==> src/rtl/memory_pkg.sv <==
// Shared constants and state encoding for the row-memory scan blocks
// (memory_writer and memory_reader use the same width defaults).
package memory_pkg;

  localparam int unsigned MEM_WORD_WIDTH = 512;
  localparam int unsigned MEM_NUM_ROWS   = 128;
  localparam int unsigned MEM_BEAT_WIDTH = 64;
  localparam int unsigned MEM_ADDR_WIDTH = 8;

  typedef enum logic [1:0] {
    IDLE    = 2'd0,
    COLLECT = 2'd1,
    WRITE   = 2'd2,
    DONE    = 2'd3
  } writer_state_t;

endpackage : memory_pkg

==> src/rtl/memory_writer_beat_assembler.sv <==
// beat_assembler: beat counter plus assembly register. Beat k lands in
// slice [k*BEAT_WIDTH +: BEAT_WIDTH]; o_done pulses on the cycle the
// final beat is accepted, and o_row_next already includes that beat.
module beat_assembler
  import memory_pkg::*;
#(
  parameter int unsigned WORD_WIDTH = MEM_WORD_WIDTH,
  parameter int unsigned BEAT_WIDTH = MEM_BEAT_WIDTH
) (
  input  logic                  clk,
  input  logic                  rst_n,
  input  logic                  i_clear,
  input  logic                  i_accept,
  input  logic [BEAT_WIDTH-1:0] i_beat,
  output logic [WORD_WIDTH-1:0] o_row_next,
  output logic                  o_done
);

  localparam int unsigned BEATS = WORD_WIDTH / BEAT_WIDTH;
  localparam int unsigned CNT_W = (BEATS > 1) ? $clog2(BEATS) : 1;

  logic [CNT_W-1:0]      r_cnt;
  logic [WORD_WIDTH-1:0] r_row;
  logic [WORD_WIDTH-1:0] w_row_next;

  // Merge the incoming beat into its slice of the row being assembled
  always_comb begin
    w_row_next = r_row;
    for (int unsigned b = 0; b < BEATS; b++) begin
      if (i_accept && (r_cnt == CNT_W'(b))) begin
        w_row_next[b*BEAT_WIDTH +: BEAT_WIDTH] = i_beat;
      end
    end
  end

  assign o_row_next = w_row_next;
  assign o_done     = i_accept && (r_cnt == CNT_W'(BEATS - 1));

  // Beat counter and assembly register; clear discards any partial row
  always_ff @(posedge clk or negedge rst_n) begin
    if (!rst_n) begin
      r_cnt <= '0;
      r_row <= '0;
    end else if (i_clear) begin
      r_cnt <= '0;
      r_row <= '0;
    end else if (i_accept) begin
      r_cnt <= (r_cnt == CNT_W'(BEATS - 1)) ? '0 : r_cnt + CNT_W'(1);
      r_row <= w_row_next;
    end
  end

endmodule : beat_assembler

==> src/rtl/memory_writer.sv <==
// memory_writer: collects BEATS narrow beats into one WORD_WIDTH row and
// issues a single write strobe to the shared row memory, using the
// scan_en / row_counter_in / scan_done level handshake.
// Optional feature: define MEMORY_WRITER_CHECKSUM_EN to add row_checksum,
// the 16-bit lane sum of the written row.
module memory_writer
  import memory_pkg::*;
#(
  parameter int unsigned WORD_WIDTH = MEM_WORD_WIDTH,
  parameter int unsigned NUM_ROWS   = MEM_NUM_ROWS,
  parameter int unsigned BEAT_WIDTH = MEM_BEAT_WIDTH,
  parameter int unsigned ADDR_WIDTH = MEM_ADDR_WIDTH
) (
  input  logic                  clock,
  input  logic                  reset,
  input  logic                  scan_en,
  input  logic [ADDR_WIDTH-1:0] row_counter_in,
  input  logic [BEAT_WIDTH-1:0] data_in,
  input  logic                  data_valid,
  output logic                  data_ready,
  output logic                  mem_we,
  output logic [ADDR_WIDTH-1:0] mem_addr,
  output logic [WORD_WIDTH-1:0] mem_wdata,
  output logic                  scan_done,
`ifdef MEMORY_WRITER_CHECKSUM_EN
  output logic [15:0]           row_checksum,
`endif
  output logic                  scan_err
);

  localparam logic [ADDR_WIDTH:0] ROW_LIMIT = (ADDR_WIDTH + 1)'(NUM_ROWS);

  writer_state_t         r_state;
  writer_state_t         w_state_next;
  logic [ADDR_WIDTH-1:0] r_addr;
  logic [WORD_WIDTH-1:0] r_wdata;
  logic                  r_err;

  logic                  w_in_range;
  logic                  w_start;
  logic                  w_accept;
  logic                  w_last;
  logic                  w_clear;
  logic [WORD_WIDTH-1:0] w_row_next;

  assign w_in_range = ({1'b0, row_counter_in} < ROW_LIMIT);
  assign w_start    = (r_state == IDLE) && scan_en;
  assign w_accept   = (r_state == COLLECT) && data_valid;
  // Leaving for IDLE (abort or end of transaction) drops any partial row
  assign w_clear    = (w_state_next == IDLE) && (r_state != IDLE);

  beat_assembler #(
    .WORD_WIDTH (WORD_WIDTH),
    .BEAT_WIDTH (BEAT_WIDTH)
  ) u_beat_assembler (
    .clk        (clock),
    .rst_n      (reset),
    .i_clear    (w_clear),
    .i_accept   (w_accept),
    .i_beat     (data_in),
    .o_row_next (w_row_next),
    .o_done     (w_last)
  );

  // Next-state logic; abort in COLLECT takes priority over the last beat
  always_comb begin
    w_state_next = r_state;
    case (r_state)
      IDLE: begin
        if (scan_en) begin
          w_state_next = w_in_range ? COLLECT : DONE;
        end
      end
      COLLECT: begin
        if (!scan_en) begin
          w_state_next = IDLE;
        end else if (w_last) begin
          w_state_next = WRITE;
        end
      end
      WRITE:   w_state_next = DONE;
      DONE: begin
        if (!scan_en) begin
          w_state_next = IDLE;
        end
      end
      default: w_state_next = IDLE;
    endcase
  end

  // State register
  always_ff @(posedge clock or negedge reset) begin
    if (!reset) begin
      r_state <= IDLE;
    end else begin
      r_state <= w_state_next;
    end
  end

  // Address latch, assembled-row capture and range-error flag
  always_ff @(posedge clock or negedge reset) begin
    if (!reset) begin
      r_addr  <= '0;
      r_wdata <= '0;
      r_err   <= 1'b0;
    end else begin
      if (w_start) begin
        r_addr <= row_counter_in;
        r_err  <= !w_in_range;
      end else if (w_clear) begin
        r_err  <= 1'b0;
      end
      if (w_last && scan_en) begin
        r_wdata <= w_row_next;
      end
    end
  end

  assign data_ready = (r_state == COLLECT);
  assign mem_we     = (r_state == WRITE);
  assign scan_done  = (r_state == DONE);
  assign scan_err   = r_err;
  assign mem_addr   = r_addr;
  assign mem_wdata  = r_wdata;

`ifdef MEMORY_WRITER_CHECKSUM_EN
  localparam int unsigned LANES = BEAT_WIDTH / 16;

  logic [15:0] r_csum;
  logic [15:0] w_beat_sum;

  // Sum of the 16-bit lanes of the current beat, modulo 2^16
  always_comb begin
    w_beat_sum = '0;
    for (int unsigned l = 0; l < LANES; l++) begin
      w_beat_sum = w_beat_sum + data_in[l*16 +: 16];
    end
  end

  // Running checksum, built beat by beat and cleared on return to IDLE
  always_ff @(posedge clock or negedge reset) begin
    if (!reset) begin
      r_csum <= '0;
    end else if (w_clear) begin
      r_csum <= '0;
    end else if (w_accept) begin
      r_csum <= r_csum + w_beat_sum;
    end
  end

  assign row_checksum = r_csum;
`endif

endmodule : memory_writer

==> config.mk <==
export PLATFORM = sky130hd
export DESIGN_NAME = memory_writer
export DESIGN_NICKNAME = d
export VERILOG_FILES = /design/src/rtl/memory_pkg.sv /design/src/rtl/memory_writer_beat_assembler.sv /design/src/rtl/memory_writer.sv
export SDC_FILE = /design/constraint.sdc
export NUM_CORES = 2
export LEC_CHECK = 0
export ABC_AREA = 1
export CORE_ASPECT_RATIO = 0.5
export CORE_UTILIZATION = 35
export CTS_CLUSTER_SIZE = 30
export DETAILED_ROUTE_END_ITERATION = 8
export GPL_TIMING_DRIVEN = 1
export SLEW_MARGIN = 40
export SYNTH_ARGS = -nofsm -noshare
export SYNTH_HDL_FRONTEND = slang
export SYNTH_SLANG_ARGS = --single-unit
==> constraint.sdc <==
create_clock -name clock -period 2.3 [get_ports clock]
set_input_delay 0.69 -clock clock [delete_from_list [all_inputs] [get_ports clock]]
set_output_delay 0.69 -clock clock [all_outputs]
set_load 0.02 [all_outputs]
Word level (Yosys, flattened, before mapping)
Index checks and enable logic that the tools add are counted.

Register bits after elaboration: 1038.

Reductions and logical operators: 19. Add/sub/neg operators: 1. $lt $le $gt $ge: 1. Equality and inequality tests: 10. Muxes and demuxes: 21.

Operators with widths (count): $mux 512 (2); $mux 64 (8); $eq 3x3->1 const B (4); $logic_and 1x1->1 (12); $mux 2 (5); $mux 3 (3); $lt 8x8->1 const B (1); $pmux 2 s4 (1); $eq 3x2->1 const B (2); $reduce_bool 2->1 (3); $eq 2x2->1 const B (2); $logic_not 2->1 (2); $add 3x1->3 const B (1); $eq 3x1->1 const B (1); $logic_not 3->1 (1); $eq 2x1->1 const B (1); $mux 1 (2); $logic_not 1->1 (1).

Depth between registers and ports, before layout
Word-level depth: 10. Depth in mapped cells: 10.

Modules after synthesis
Synthesis repeated with hierarchy kept, for this count alone.

Cell total of the unflattened synthesis: 6040. Area, all modules: 46724.8 um^2.

By module, submodules not included: beat_assembler (area each 26100.0 um^2, cells each 3761, times used 1); memory_writer (area each 20624.8 um^2, cells each 2279, times used 1).

Least setup slack after synthesis
OpenSTA, ideal clock, no wires.

Path kind: input to register. Start point: in data_valid. End point: reg r_wdata[289] (netlist: mem_wdata[289]). Cell stages on the path: 9. Arrival time: 1.686 ns. Data required time: 2.183 ns. Buffers on the path: 4. Setup slack: 0.496 ns. Cells stage by stage: buf_2 > nand4_2 > inv_2 > nand2_1 > buf_4 > buf_6 > buf_4 > nand2_1 > nand2_1.

Longest elaborated chain between the ends: 3. Elaborated cells between the ends (all ways): 5. Those cells by class: 1 x mux; 4 x reduce/logical.

Ends and longest elaborated chain: start: declaration (line memory_writer.sv:19) `input logic data_valid,`; $logic_and 1x1->1 (*) (line memory_writer.sv:48) `assign w_accept = (r_state == COLLECT) && data_valid;`; $logic_and 1x1->1 (on tied branches) (line memory_writer_beat_assembler.sv:30, memory_writer_beat_assembler.sv:37); $mux 64 / $logic_and 1x1->1 (equally long branches) (line memory_writer_beat_assembler.sv:30, memory_writer.sv:113); end signal: assignment (line memory_writer.sv:114) `r_wdata <= w_row_next;`; end: declaration (line memory_writer.sv:36) `logic [WORD_WIDTH-1:0] r_wdata;`.

Mark *: on every way between the ends. The rest lies on a longest branch, timed or not. A chain may end at the register's enable or synchronous reset.

Worst setup path in the final report
Start point: reg r_wdata[108] (netlist: mem_wdata[108]). End point: out mem_wdata[108].

RTL lines: end: declaration (line memory_writer.sv:23) `output logic [WORD_WIDTH-1:0] mem_wdata,`.

No word-level cell between the ends.

==> flow_metrics.env <==
export IMPL_status="completed"
export IMPL_dpl_hpwl_mm=96.95
export IMPL_grt_overflow_total=0
export IMPL_clkSinkCount=981
export IMPL_io_buffers=599
export IMPL_clk_pin_slew_worst_paths_ns=0.07
export IMPL_critPathArrivalTime_ns=1.56
export IMPL_cts_inserted_buffers=93
export IMPL_rsz0062_at_grt="true"
export IMPL_gp_congestion=0.8674
export IMPL_synth_top_family_by_area="simple AND/OR/NAND/NOR gates"
export IMPL_grt_max_degree=104
export IMPL_drt_iter0_markers=3137
export IMPL_cts_max_path_buffers=3
export IMPL_ys_seq_elements=981
export IMPL_firstDrtPassIters=8
export IMPL_io_pins=600
export IMPL_syn_instance_count=4973
export IMPL_cts_max_level=3
export IMPL_synthXorXnorAreaFrac_pct=0
export IMPL_synth_nets=5055
export IMPL_initial_core_util_pct=35.40
export IMPL_postRouteAntennaNets=0
export IMPL_met1_usage_pct=29.37
export IMPL_root_buffer="clkbuf_16"
export IMPL_grt_antenna_before_repair=2
export IMPL_vias=35510
export IMPL_rows=89
export IMPL_end_kind="output port"
export IMPL_synth_area_per_cell_um2=8.411
export IMPL_p_total_uw=42460
export IMPL_ys_seq_area_share_pct=58.69
export IMPL_cts_tree="done"
export IMPL_max_slew_worst_pin_slew_ns=0.6141
export IMPL_grt_pass1_wl_mm=215.1
export IMPL_drv_slew=0
export IMPL_slew_headroom_pct=59.01
export IMPL_start_kind="flip-flop"
export IMPL_power_density_mw_per_mm2=786.9
export IMPL_place_area_mm2=0.05127
export IMPL_drive_gt1_share_pct=8.603
export IMPL_tns_ns=0
export IMPL_grt_usage_pct=23.27
export IMPL_hold_viol_final=0
export IMPL_yosysUniqueCellTypes=22
export IMPL_fillers=11470
export IMPL_final_cells=7280
export IMPL_path_class="flip-flop to output port"
export IMPL_worstPathCellList="dlygate4sd2_1"
export IMPL_finalSetupViolCount=0
export IMPL_nets=5685
export IMPL_die_area_mm2=0.1210
export IMPL_top_usage_layer="met2"
export IMPL_dp_cells=7096
export IMPL_final_area_mm2=0.05396
export IMPL_finalCriticalPeriod_ns=2.248
export IMPL_worstPathRequired_ns=1.61
export IMPL_synth_area_mm2=0.04183
export IMPL_synth_compound_area_share_pct=4.906
export IMPL_gr_usage_met2_pct=39.86
export IMPL_final_util_pct=45.67
export IMPL_p_leak_uw=0.03058
export IMPL_viasPerCell=4.878
export IMPL_core_area_mm2=0.1182
export IMPL_wire_per_inst_um=19.55
export IMPL_muxShareOfSynthArea_pct=0
export IMPL_finalCritPeriodShare_pct=97.74
export IMPL_area_growth_pct=29.01
export IMPL_cpPeakStageDelay_ns=0.46
export IMPL_yosys_area_share_adder_pct=0.1795
export IMPL_max_cap_viol_count=0
export IMPL_clk_latency_ns=0.71
export IMPL_grt_met3_usage_pct=3.016
export IMPL_peakVddDrop_mv=0.5553
export IMPL_hold_path_class="flip-flop to flip-flop"
export IMPL_rrSetupSlack_ns=0.26
export IMPL_die_h_um=246.4
export IMPL_synthSimpleGateAreaFrac_pct=29.51
export IMPL_critical_path_max_fanout=2
export IMPL_cp_top_family="flip-flops"
export IMPL_max_freq_mhz=444.8
export IMPL_critPathSlowestCell="dfrtp_1"
export IMPL_critPathBufInv=1
export IMPL_die_w_um=490.9
export IMPL_grt_pass1_vias=34380
export IMPL_clock_skew_ns=0.02928
export IMPL_synth_warnings=0
export IMPL_routed_wl_mm=142.3
export IMPL_drt_drc_violations_left=0
[through the flow]
step / hold WS (ns) / setup slack [ns]
2_1_floorplan: 0.3944 / 0.4962
3_3_place_gp: 0.4575 / -0.2153
3_5_place_dp: 0.4628 / -0.2424
4_1_cts: 0.4404 / -0.003959
5_1_grt: 0.4734 / -0.004712
6_report: 0.4710 / 0.05204
[Yosys cell counts]
cell,instances,share of area (%)
ha_1,6,0.18
nor2_4,7,0.19
nor3_2,1,0.024
o21ai_0,62,0.74
dfrtp_1,981,59
o21bai_2,80,2.2
buf_4,32,0.57
nand2_2,1,0.015
buf_6,22,0.59
nand4_2,1,0.030
inv_1,338,3.0
nand2_1,2174,20
nand3_1,459,5.5
inv_2,5,0.045
buf_1,20,0.18
nor2_1,458,4.1
nand4_1,1,0.015
clkbuf_1,63,0.57
o21bai_1,112,2.0
nand3_2,4,0.096
nor2_2,2,0.030
buf_2,144,1.7
[logic make-up (layout without fill, tap and decap cells)]
family | count (synthesis) | after routing
AO/OA/AOI/OAI | 254 | 254
adder cells (fa/ha/maj) | 6 | 6
buffers and inverters | 624 | 1335
flip-flops | 981 | 981
other | 0 | 4
AND/OR/NAND/NOR | 3108 | 3108
[per-layer routing]
metal	up-vias	wire [um]
met5	-	0
met4	0	6619
met3	262	6326
met2	1058	71000
met1	17620	58370
li1	16570	-
[path summary, 6_finish.rpt]
kind | from | to | cells past startpoint
max | mem_wdata[108] | mem_wdata[108] | 1
min | mem_addr[5] | mem_addr[5] | 2
max reg2reg | u_beat_assembler.r_cnt[2] | mem_wdata[192] | 9
min reg2reg | mem_addr[5] | mem_addr[5] | 2
max in group asynchronous | reset | mem_addr[4] | 4
min in group asynchronous | reset | mem_wdata[281] | 2
[cells in the final DEF (no fill, tap or decap), types with 4 or more instances in the layout]
| master | n |
|---|---|
| o21bai_1 | 112 |
| clkbuf_16 | 93 |
| nor2_4 | 9 |
| dlygate4sd2_1 | 520 |
| nand2_4 | 4 |
| buf_12 | 104 |
| ha_1 | 6 |
| clkdlybuf4s50_1 | 74 |
| bufinv_16 | 13 |
| buf_4 | 112 |
| inv_6 | 6 |
| clkbuf_1 | 14 |
| nand3_1 | 459 |
| dfrtp_1 | 980 |
| diode_2 | 4 |
| o21bai_2 | 80 |
| clkinvlp_4 | 4 |
| inv_1 | 338 |
| clkbuf_8 | 16 |
| o21ai_0 | 62 |
| nand3_4 | 4 |
| clkinv_2 | 25 |
| nor2_1 | 457 |
| nand2_1 | 2170 |
[area by class of cell]
cell class | count | area (um2) | share of cell area, %
repair buffers | 816 | 8287 | 15.36
clock inverters | 53 | 688.2 | 1.275
inverters | 343 | 1291 | 2.393
well taps | 1592 | 1992 | 3.691
flip-flops and latches | 981 | 24550 | 45.50
diodes | 4 | 10.01 | 0.01855
clock buffers | 123 | 2600 | 4.818
multi-input cells | 3368 | 14540 | 26.95
[what timing repair did]
action                     4_1_cts  5_1_grt
buffers inserted                 2        1
hold buffers                     1        0
setup endpoints to repair      524        4
gates resized for setup        537        4
pin swaps                        1        1
hold endpoints to repair        27        0
[flip-flops by register name, summed over array words and instances, names as in the netlist]
| register | cells |
|---|---|
| mem_wdata | 512 |
| u_beat_assembler.r_row | 455 |
| mem_addr | 8 |
| u_beat_assembler.r_cnt | 3 |
| r_state | 2 |
| scan_err | 1 |
[report_power, final]
part / internal (uW) / switching, uW / leakage [uW] / total (uW)
clock network: 9520 / 7110 / 0.00163 / 16600
registers: 18600 / 477 / 0.0136 / 19100
logic: 2360 / 4370 / 0.0154 / 6730
total: 30500 / 12000 / 0.0306 / 42500
(Power assumes the default switching activity.)
